File: src/rtl/score_max_issuer_if.sv
// ============================================================================
// score_max_issuer_if : score/V stream in, expmul beat plus rescale sideband out
// Revision: 1.0
// ============================================================================
`default_nettype none

interface score_max_issuer_if #(
   parameter int INT_W = 16,
   parameter int V_W   = 32
);
   logic                    vld_in;
   logic                    rdy_out;
   logic signed [INT_W-1:0] score_in;
   logic        [V_W-1:0]   v_in;
   logic                    vld_out;
   logic                    rdy_in;
   logic signed [INT_W-1:0] a_out;
   logic signed [INT_W-1:0] b_out;
   logic        [V_W-1:0]   v_out;
   logic signed [INT_W-1:0] m_prev_out;
   logic                    max_upd_out;
   logic                    row_first_out;
   logic                    row_last_out;

   modport slave (
      input  vld_in, score_in, v_in, rdy_in,
      output rdy_out, vld_out, a_out, b_out, v_out, m_prev_out,
             max_upd_out, row_first_out, row_last_out
   );

   modport master (
      output vld_in, score_in, v_in, rdy_in,
      input  rdy_out, vld_out, a_out, b_out, v_out, m_prev_out,
             max_upd_out, row_first_out, row_last_out
   );
endinterface

`default_nettype wire

File: src/rtl/score_max_issuer.sv
// ============================================================================
// score_max_issuer : online-softmax running max tracker feeding expmul
// Revision: 1.0
// ============================================================================
`default_nettype none

module score_max_issuer #(
   parameter int ROW_LEN = 64,
   parameter int INT_W   = 16,
   parameter int V_W     = 32,
   parameter int CNT_W   = (ROW_LEN > 1) ? $clog2(ROW_LEN) : 1
) (
   input  wire logic          clk,
   input  wire logic          rst,
   score_max_issuer_if.slave  bus
);
   typedef enum logic [0:0] {IDLE = 1'b0, ACTIVE = 1'b1} state_t;

   state_t                  state;
   state_t                  state_nxt;
   logic [CNT_W-1:0]        col;
   logic signed [INT_W-1:0] max_q;

   logic                    accept;
   logic                    is_last;
   logic                    gt;
   logic signed [INT_W-1:0] m_new;
   logic signed [INT_W-1:0] m_prev;
   logic                    upd;

   assign bus.rdy_out = !bus.vld_out || bus.rdy_in;
   assign accept      = bus.vld_in && bus.rdy_out;
   assign is_last     = (col == CNT_W'(ROW_LEN - 1));

   always_comb begin
      state_nxt = state;
      gt        = bus.score_in > max_q;
      m_new     = bus.score_in;
      m_prev    = bus.score_in;
      upd       = 1'b0;
      // In IDLE the max register is stale, so the score seeds the row
      if (state == ACTIVE) begin
         m_prev = max_q;
         m_new  = gt ? bus.score_in : max_q;
         upd    = gt;
      end
      if (accept) begin
         state_nxt = is_last ? IDLE : ACTIVE;
      end
   end

   always_ff @(posedge clk or posedge rst) begin
      if (rst) begin
         state <= IDLE;
         col   <= '0;
         max_q <= '0;
      end else begin
         state <= state_nxt;
         if (accept) begin
            max_q <= m_new;
            col   <= is_last ? '0 : col + CNT_W'(1);
         end
      end
   end

   always_ff @(posedge clk or posedge rst) begin
      if (rst) begin
         bus.vld_out       <= 1'b0;
         bus.a_out         <= '0;
         bus.b_out         <= '0;
         bus.v_out         <= '0;
         bus.m_prev_out    <= '0;
         bus.max_upd_out   <= 1'b0;
         bus.row_first_out <= 1'b0;
         bus.row_last_out  <= 1'b0;
      end else if (accept) begin
         bus.vld_out       <= 1'b1;
         bus.a_out         <= bus.score_in;
         bus.b_out         <= m_new;
         bus.v_out         <= bus.v_in;
         bus.m_prev_out    <= m_prev;
         bus.max_upd_out   <= upd;
         bus.row_first_out <= (state == IDLE);
         bus.row_last_out  <= is_last;
      end else if (bus.rdy_in) begin
         bus.vld_out <= 1'b0;
      end
   end
endmodule

`default_nettype wire

File: src/flat_wrapper.sv
// flat-port wrapper written by rule: the top's interface ports become plain ports
module score_max_issuer_flat 
#(
   parameter int ROW_LEN = 64,
   parameter int INT_W   = 16,
   parameter int V_W     = 32,
   parameter int CNT_W   = (ROW_LEN > 1) ? $clog2(ROW_LEN) : 1
)
  (clk, rst, bus_vld_in, bus_score_in, bus_v_in, bus_rdy_in, bus_rdy_out, bus_vld_out, bus_a_out, bus_b_out, bus_v_out, bus_m_prev_out, bus_max_upd_out, bus_row_first_out, bus_row_last_out);
  score_max_issuer_if #(.INT_W(INT_W), .V_W(V_W)) bus_i ();
  input  wire logic clk;
  input  wire logic rst;
  input wire logic [$bits(bus_i.vld_in)-1:0] bus_vld_in;
  input wire logic [$bits(bus_i.score_in)-1:0] bus_score_in;
  input wire logic [$bits(bus_i.v_in)-1:0] bus_v_in;
  input wire logic [$bits(bus_i.rdy_in)-1:0] bus_rdy_in;
  output wire logic [$bits(bus_i.rdy_out)-1:0] bus_rdy_out;
  output wire logic [$bits(bus_i.vld_out)-1:0] bus_vld_out;
  output wire logic [$bits(bus_i.a_out)-1:0] bus_a_out;
  output wire logic [$bits(bus_i.b_out)-1:0] bus_b_out;
  output wire logic [$bits(bus_i.v_out)-1:0] bus_v_out;
  output wire logic [$bits(bus_i.m_prev_out)-1:0] bus_m_prev_out;
  output wire logic [$bits(bus_i.max_upd_out)-1:0] bus_max_upd_out;
  output wire logic [$bits(bus_i.row_first_out)-1:0] bus_row_first_out;
  output wire logic [$bits(bus_i.row_last_out)-1:0] bus_row_last_out;
  assign bus_i.vld_in = bus_vld_in;
  assign bus_i.score_in = bus_score_in;
  assign bus_i.v_in = bus_v_in;
  assign bus_i.rdy_in = bus_rdy_in;
  assign bus_rdy_out = bus_i.rdy_out;
  assign bus_vld_out = bus_i.vld_out;
  assign bus_a_out = bus_i.a_out;
  assign bus_b_out = bus_i.b_out;
  assign bus_v_out = bus_i.v_out;
  assign bus_m_prev_out = bus_i.m_prev_out;
  assign bus_max_upd_out = bus_i.max_upd_out;
  assign bus_row_first_out = bus_i.row_first_out;
  assign bus_row_last_out = bus_i.row_last_out;
  score_max_issuer #(.ROW_LEN(ROW_LEN), .INT_W(INT_W), .V_W(V_W), .CNT_W(CNT_W)) u_core (.clk(clk), .rst(rst), .bus(bus_i));
endmodule
File: config.mk
export PLATFORM = sky130hd
export DESIGN_NAME = score_max_issuer_flat
export DESIGN_NICKNAME = d
export VERILOG_FILES = /design/src/rtl/score_max_issuer_if.sv /design/src/rtl/score_max_issuer.sv /design/src/flat_wrapper.sv
export SDC_FILE = /design/constraint.sdc
export NUM_CORES = 1
export LEC_CHECK = 0
export CORE_UTILIZATION = 46
export CTS_CLUSTER_DIAMETER = 30
export DETAILED_ROUTE_END_ITERATION = 12
export GPL_ROUTABILITY_DRIVEN = 0
export GPL_TIMING_DRIVEN = 0
export PLACE_DENSITY = 0.78
export SYNTH_ARGS = -nofsm -noshare
export SYNTH_HDL_FRONTEND = slang
export SYNTH_SLANG_ARGS = --single-unit
File: constraint.sdc
create_clock -name clk -period 4.35 [get_ports clk]
set_clock_uncertainty 0.2 [all_clocks]
set_input_delay 0.87 -clock clk [delete_from_list [all_inputs] [get_ports clk]]
set_output_delay 0.87 -clock clk [all_outputs]
set_load 0.03 [all_outputs]
Word-level counts from Yosys, hierarchy flattened
Index checks and enable logic that the tools add are counted.
- add/subtract/negate cells: 1
- magnitude comparators: 1
- reductions and logical operators: 5
- equal/unequal tests: 2
- bitwise gates (word level): 1
- mux-type cells: 8
- operator list (operator ; number):
    two-way mux 16 bit ; 3
    greater-than comparator 16 bit ; 1
    adder 6 x 1 -> 6 bit, second input constant ; 1
    equality test 6 bit, second input constant ; 1
    two-way mux 6 bit ; 1
    two-way mux 1 bit ; 4
    != test 2 bit, second input constant ; 1
    AND reduction 2 bit ; 1
    nonzero test 2 bit ; 1
    logical AND 1 bit ; 1
    logical NOT 1 bit ; 1
    logical OR 1 bit ; 1
    NOT 1 bit ; 1
- output and inout port bits: 85
- bits in registers: 91

Longest topological paths before layout
Gate-level depths: netlist of the first run.
- depth after elaboration: 4
- mapped depth: 9
- depth with buffers taken out: 8

Worst setup path before layout of the first run
OpenSTA, ideal clock, no wires.
- path kind: in2reg
- from: in bus_score_in[14]
- to: reg u_core.max_q[0]
- path slack: 1.256 ns
- stages: 8
- path buffers: 1
- data arrival time: 2.769 ns
- required time: 4.025 ns
- cells stage by stage: ha_1 -> nand4_2 -> or4_4 -> a21oi_2 -> o31ai_2 -> a21oi_4 -> buf_12 -> mux2_4
- longest elaborated chain between the ends: 3
- ends and longest elaborated chain (what ; RTL line ; text):
    start: declaration ; flat_wrapper.sv:14 ; input wire logic [$bits(bus_i.score_in)-1:0] bus_score_in;
    greater-than comparator 16 bit ; score_max_issuer.sv:37 ; gt = bus.score_in > max_q;
    != test 2 bit (no line) ; -- ;
    AND reduction 2 bit (no line) ; -- ;
    end signal: assignment ; score_max_issuer.sv:60 ; max_q <= m_new;
    end: declaration ; score_max_issuer.sv:22 ; logic signed [INT_W-1:0] max_q;
No other way between the ends.
A chain may end at the register's enable or synchronous reset.

Final worst setup path of the first run
- from: in bus_score_in[14]
- to: reg u_core.max_q[5]
The elaborated chain is that of the path after synthesis.

==> reports/metrics.cfg, run 1 <==
[run_status]
status = finished clean

[setup_path]
cp_num_buf_inv = 2
critPathMaxStageDelay_ns = 0.57
end_kind = flip-flop
cpMaxStageDelayCell = or4_4
crit_type = input port to flip-flop
critPathTopFamily = simple AND/OR/NAND/NOR gates
worstPathRequired_ns = 4.39
cp_max_fo = 10
cp-startpoint = bus_score_in[14]
critPathArrivalTime_ns = 3.51
startpoint_type = input port
crit_chain = clkdlybuf4s50_1, ha_1, nand4_2, or4_4, a21oi_2, o31ai_2, a21oi_4, buf_12, mux2_4
r2r-start = u_core.max_q[15]
reg2reg_slack_ns = 1.50
cp_num_cells = 9
reg2regPathDepth = 9
rr_endpoint = u_core.max_q[5]

[yosys]
synth-simple-area-share_pct = 18.27
syn_avg_cell_area_sq_um = 9.945
synth_area_leaders = dfrtp_1 56%, nand2_1 16%, ha_1 5.2%, mux2i_1 3.9%, mux2_4 3.7%
synth_fa_ha_area_share_pct = 5.229
ys_seq_area_share_pct = 55.98
synth_compound_area_share_pct = 6.583
synth_most_common_cell = nand2_1
async_flop_share_pct = 100.0
synth_top_family_by_area = simple AND/OR/NAND/NOR gates
synth_edf_count = 0
synth-xor-area-share_pct = 0.4306
synth_fp_nets = 478
ys.flop_type = dfrtp_1
synth_top_area_share_pct = 55.98
ys_types = 37
synth-seq-cells = 91
synth_area_sq_mm = 0.004068
muxShareOfSynthArea_pct = 9.289
synth_top_area_cell = dfrtp_1
synth_cells = 409
yosysWarningCount = 0
yosys-top-cells-count = 171 x nand2_1, 91 x dfrtp_1, 24 x o21ai_0

[clock_network]
cts_sinks = 91
cts_inserted_buffers = 9
cts_tree = yes
clkLatencyLatePin_ns = 0.35
cts_setup_buffers = 0
clk_path_buf_depth = 2
clk_pin_slew_ns = 0.08
post_cts_resize_count = 0
cts-hold-fix-buffers = 0
cts_root_buf = clkbuf_8
htreeDepth = 3

[placement]
dp_hpwl_mm = 7.197
port_buffers = 136

[timing]
tns_ns = 0
worstMarginPinSlew_ns = 0.7102
hold_viol = 0
slew-limit-headroom_pct = 52.65
fmax_mhz = 288.0
rsz0062_at_grt = no
maxSlewViolCount = 0
timing.final.crit_share_pct = 79.82
setup_violations = 0
min_period_ns = 3.472

[route]
drt_first_pass_iters = 4
viasPerCell = 4.964
drt_iter0_drc = 86
avgRoutedWirePerCell_microns = 14.51
num_vias = 3301
antenna_left = 0
drc_errors = 0
wl_mm = 9.650

[die]
die_w_microns = 96.04
die-area_sq_mm = 0.009223
placementRows = 33
fp.dieH_microns = 96.04
core_area_sq_mm = 0.008382
start_util_pct = 48.53
ios = 137

[hold_path]
hold-path-cell-count = 1
hp-start = u_core.col[4]
hold_path.class = flip-flop to flip-flop
min_to = u_core.col[4]

[flow_run]
cap_violations = 0

[finish]
num_antenna_cells = 0
n_fill_cell = 639
area_delta_synth_final_pct = 41.71
nets = 626
final_core_util_pct = 68.77
drive_above_1_share_pct = 7.143

[grt]
grt_usage_pct = 22.11
antenna_found_initial = 0
grt_pass1_wl_mm = 15.25
grt_pass1_vias = 3187
grt_start_max_net_pins = 51
gr-total-overflow = 0

[power_and_ir_drop]
powerDensity_mw_per_mm2 = 564.6
ir_drop_mv = 0.3308
power_leakage_nw = 2.858

-- how the worst max path moves through the flow --
stage | end | slack [ns]
2_1_floorplan | u_core.bus.a_out[0] | 0.92
3_3_place_gp | u_core.bus.v_out[2] | -0.47
3_5_place_dp | u_core.max_q[5] | 0.50
4_1_cts | u_core.max_q[5] | 0.87
5_1_grt | u_core.max_q[4] | 0.75
6_report | u_core.max_q[5] | 0.88
-- through the flow --
step | cell area, sq um | std cells | total power, W | hold WS [ns] | setup WS (ns)
after floorplan | 4068 | 409 | 0.002122 | 0.2388 | 0.9164
after global placement | 5560 | 650 | 0.002689 | 0.2557 | -0.4698
after detailed placement | 5583 | 651 | 0.002728 | 0.2589 | 0.4981
after CTS | 5764 | 665 | 0.003285 | 0.2759 | 0.8673
after global routing | 5764 | 665 | 0.003447 | 0.2974 | 0.7549
final | 5764 | 665 | 0.003255 | 0.2733 | 0.8778
-- sequential cells by signal, summed over array words and instances (netlist names), 6 cells and up --
register / flops
u_core.bus.a_out: 16
u_core.col: 6
u_core.bus.m_prev_out: 16
u_core.bus.v_out: 32
u_core.max_q: 16
-- cells in the final DEF (no fill, tap or decap), drive strengths merged, types with 6 or more instances in the layout --
master | synthesis | routed
a21oi | 8 | 8
buf | 5 | 6
clkbuf | 14 | 25
clkdlybuf4s50 | 0 | 136
dfrtp | 91 | 91
ha | 17 | 17
inv | 19 | 19
mux2 | 16 | 16
mux2i | 16 | 16
nand2 | 171 | 171
nand4 | 6 | 6
o21ai | 24 | 24
-- cells by family (layout without fill, tap and decap cells) --
kind of cell	Yosys count	in the layout
and+or+nand+nor	186	186
DFF	91	91
AOI/OAI and AO/OA	43	43
buffers and inverters	38	189
muxes	32	32
adders and majority gates	17	17
xor gates and xnor gates	2	2
-- per-layer routing --
layer  GRT usage (%)  vias up  routed length [microns]
met4           9.701        0                      221
met2           36.05       88                     4744
met1           28.75     1575                     4210
li1                -     1624                        -
met5               0        -                        0
met3           4.107       14                      474
-- final cells by class --
type	count	area (sq um)	area share, %
Multi-Input combinational cell	280	1619	28.09
Inverter	19	73.82	1.281
Clock buffer	11	141.4	2.453
Sequential cell	91	2277	39.51
Clock inverter	3	40.04	0.6946
Buffer	19	100.1	1.736
Timing Repair Buffer	137	1381	23.96
Tap cell	105	131.4	2.279
-- worst register-to-register path, stage by stage (launching register included) --
cell     delay (ns)
dfrtp_1        0.40
inv_1          0.06
ha_1           0.30
nand4_2        0.14
or4_4          0.57
a21oi_2        0.14
o31ai_2        0.11
a21oi_4        0.32
buf_12         0.20
mux2_4         0.31
-- power by group --
group	internal, W	switching (W)
logic	0.000663	0.000800
clock network	0.000274	0.000277
registers	0.00106	0.000176
total	0.00200	0.00125
Power figures use the tool's default switching activity.
==> run 2, diff against run 1 <==
Settings changed: CORE_UTILIZATION 46 to 41, PLACE_DENSITY 0.78 to 0.73.
Clock period 4.35 ns to 2.9 ns, I/O delays scaled along.
==> run 2 against run 1 <==
  * Non-clock buffer count is 9 higher
  * Sequential power is 49% higher
  * Combinational power is 66% higher
  * Via count is 1.5% higher
  * Final cell count is 5.3% higher
  * Worst hold slack better by 0.0050 ns
  * Flip-flop and latch count stayed put
  * Die area is 12% higher
  * Wire length is 3.5% higher
  * Critical path type unchanged
==> reports/metrics.cfg, run 2 (same netlist as run 1, synthesis figures left out) <==
[power_and_ir_drop]
finalPower_w = 0.005190  ; +59%
p_sw_share_pct = 38.23  ; -0.29 points
power_switching_w = 0.001984  ; +58%
clock_power_share_pct = 17.6  ; +0.7 points
internal_power_w = 0.003206  ; +60%
ir_drop_mv = 0.6711  ; +100%
power_leakage_nw = 2.969  ; +3.9%
powerDensity_mw_per_mm2 = 857.1  ; +52%
pwr-share-comb_pct = 46.7  ; +1.7 points
power_frac_seq_pct = 35.6  ; -2.5 points

[clock_network]
cts_sinks = 91  ; unchanged
cts_tree = yes
cts_root_buf = clkbuf_8
clk_pin_slew_ns = 0.09  ; about the same
cts_inserted_buffers = 9  ; unchanged
clk_path_buf_depth = 2  ; unchanged
clkLatencyLatePin_ns = 0.34  ; about the same
htreeDepth = 3  ; unchanged

[timing]
hold_viol = 0  ; unchanged
slew-limit-headroom_pct = 49.73  ; -2.9 points
fmax_mhz = 351.8
min_period_ns = 2.843
setup_violations = 0  ; unchanged
worstMarginPinSlew_ns = 0.7540  ; +0.04381 ns
rsz0062_at_grt = yes
timing.final.crit_share_pct = 98.03
maxSlewViolCount = 0  ; unchanged

[setup_path]
cp_max_fo = 5  ; -5
worstPathRequired_ns = 2.93  ; -1.46 ns
crit_type = input port to flip-flop
r2r-start = u_core.max_q[10]
crit_chain = clkdlybuf4s50_1, ha_1, nor2b_1, o211ai_1, a21oi_4, o31ai_4, a21oi_4, buf_4, buf_12, mux2_4
startpoint_type = input port
end_kind = flip-flop
critPathArrivalTime_ns = 2.87  ; -0.64 ns
cp-startpoint = bus_score_in[1]
cpMostUsedCell = a21oi_4
critPathMaxStageDelay_ns = 0.55  ; -0.02 ns
cpMaxStageDelayCell = clkdlybuf4s50_1

[die]
start_util_pct = 43.20  ; -5.3 points
placementRows = 35  ; +6.1%
core_area_sq_mm = 0.009415  ; +12%
die-area_sq_mm = 0.01032  ; +12%
fp.dieH_microns = 101.6  ; +5.8%
ios = 137  ; unchanged
die_w_microns = 101.6  ; +5.8%

[finish]
n_fill_cell = 784  ; +23%
layout_commonest_cell = nand2_1
nets = 635  ; +1.4%
drive_above_1_share_pct = 11.03  ; +3.9 points
area_delta_synth_final_pct = 48.88
top_register = u_core.bus.v_out
final_cell_mix = 171 x nand2_1, 124 x clkdlybuf4s50_1, 91 x dfrtp_1
largest_reg_flops = 32  ; unchanged
num_antenna_cells = 0  ; unchanged
final_core_util_pct = 64.32  ; -4.5 points

[flow_run]
cap_violations = 0  ; unchanged

[hold_path]
hold_path.class = flip-flop to flip-flop
hp-start = u_core.bus.a_out[11]

[grt]
top_usage_layer = met2
gr-total-overflow = 0  ; unchanged
antenna_found_initial = 0  ; unchanged
grt_util_met3_pct = 4.072  ; -0.036 points
grt_usage_pct = 19.96  ; -2.1 points
met2_usage_pct = 31.55  ; -4.5 points
grt_pass1_wl_mm = 15.86  ; +4.0%
grt_pass1_vias = 3339  ; +4.8%
use_met1_pct = 27.07  ; -1.7 points
grt_start_max_net_pins = 43  ; -16%

[route]
drt_iter0_drc = 115  ; +34%
drt_first_pass_iters = 4  ; unchanged
wl_mm = 9.989  ; +3.5%
viasPerCell = 4.787  ; -3.6%
antenna_left = 0  ; unchanged
drc_errors = 0  ; unchanged
num_vias = 3351  ; +1.5%
avgRoutedWirePerCell_microns = 14.27  ; -1.7%

[run_status]
status = finished clean

[placement]
dp_hpwl_mm = 7.260  ; +0.88%
port_buffers = 136  ; unchanged

run 2: worst paths after layout:
check	endpoint	slack, ns	depth (start not counted)
setup / recovery	u_core.max_q[3]	0.06	10
hold / removal	u_core.bus.a_out[11]	0.28	2
setup reg to reg	u_core.max_q[6]	0.09	9
hold reg to reg	u_core.bus.a_out[11]	0.28	2
max in group asynchronous	u_core.max_q[12]	1.57	3
min in group asynchronous	u_core.bus.m_prev_out[2]	0.39	2
run 2: routing by layer:
metal / up-vias / part of all wire, %
met2: 90 / 48
met4: 0 / 1.8
met5: - / 0
met1: 1606 / 45
li1: 1639 / -
met3: 16 / 5.4
run 2: area by class of cell:
class / count / area [sq um] / area share, %
inverter: 19 / 75.07 / 1.240
multi-input combinational: 280 / 1735 / 28.66
clock buffer: 12 / 165.2 / 2.727
timing repair buffer: 146 / 1485 / 24.52
buffer: 19 / 100.1 / 1.653
clock inverter: 4 / 56.30 / 0.9298
sequential: 91 / 2277 / 37.60
tap: 129 / 161.4 / 2.665
run 2: timing repair:
item | 4_1_cts | 5_1_grt
gates cloned | 1 | 0
endpoints found under the setup margin | 16 | 10
endpoints found under the hold margin | 0 | 0
gates resized for setup | 15 | 15
pin swaps | 1 | 3
hold buffers | 0 | 0
setup buffers | 3 | 4
run 2: power by group through the flow:
stage / Clock (W) / Combinational (W) / Sequential, W
3_5_place_dp: 0 / 0.00223 / 0.00188
5_1_grt: 0.000988 / 0.00261 / 0.00190
2_1_floorplan: 0 / 0.000748 / 0.00244
3_3_place_gp: 0 / 0.00218 / 0.00186
6_report: 0.000914 / 0.00243 / 0.00185
4_1_cts: 0.000940 / 0.00234 / 0.00186
run 2: critical path, delay by kind of cell:
kind / cells / cell delay [ns]
AO/OA/AOI/OAI: 4 / 0.77
adder cells (fa/ha/maj): 1 / 0.27
buffers and inverters: 3 / 0.83
multiplexers: 1 / 0.29
AND/OR/NAND/NOR: 1 / 0.13
run 2: through the flow:
stage / instance area [sq um] / cells / setup slack, ns / hold slack, ns / TNS, ns
global placement: 5594 / 674 / -0.6487 / 0.2550 / -9.582
finish: 6056 / 700 / 0.05710 / 0.2783 / 0
CTS: 5973 / 696 / 0.007667 / 0.2790 / 0
floorplan: 4071 / 409 / 0.06171 / 0.2388 / 0
global route: 6056 / 700 / -0.02266 / 0.3042 / -0.1080
detailed placement: 5634 / 676 / -0.6226 / 0.2610 / -9.175
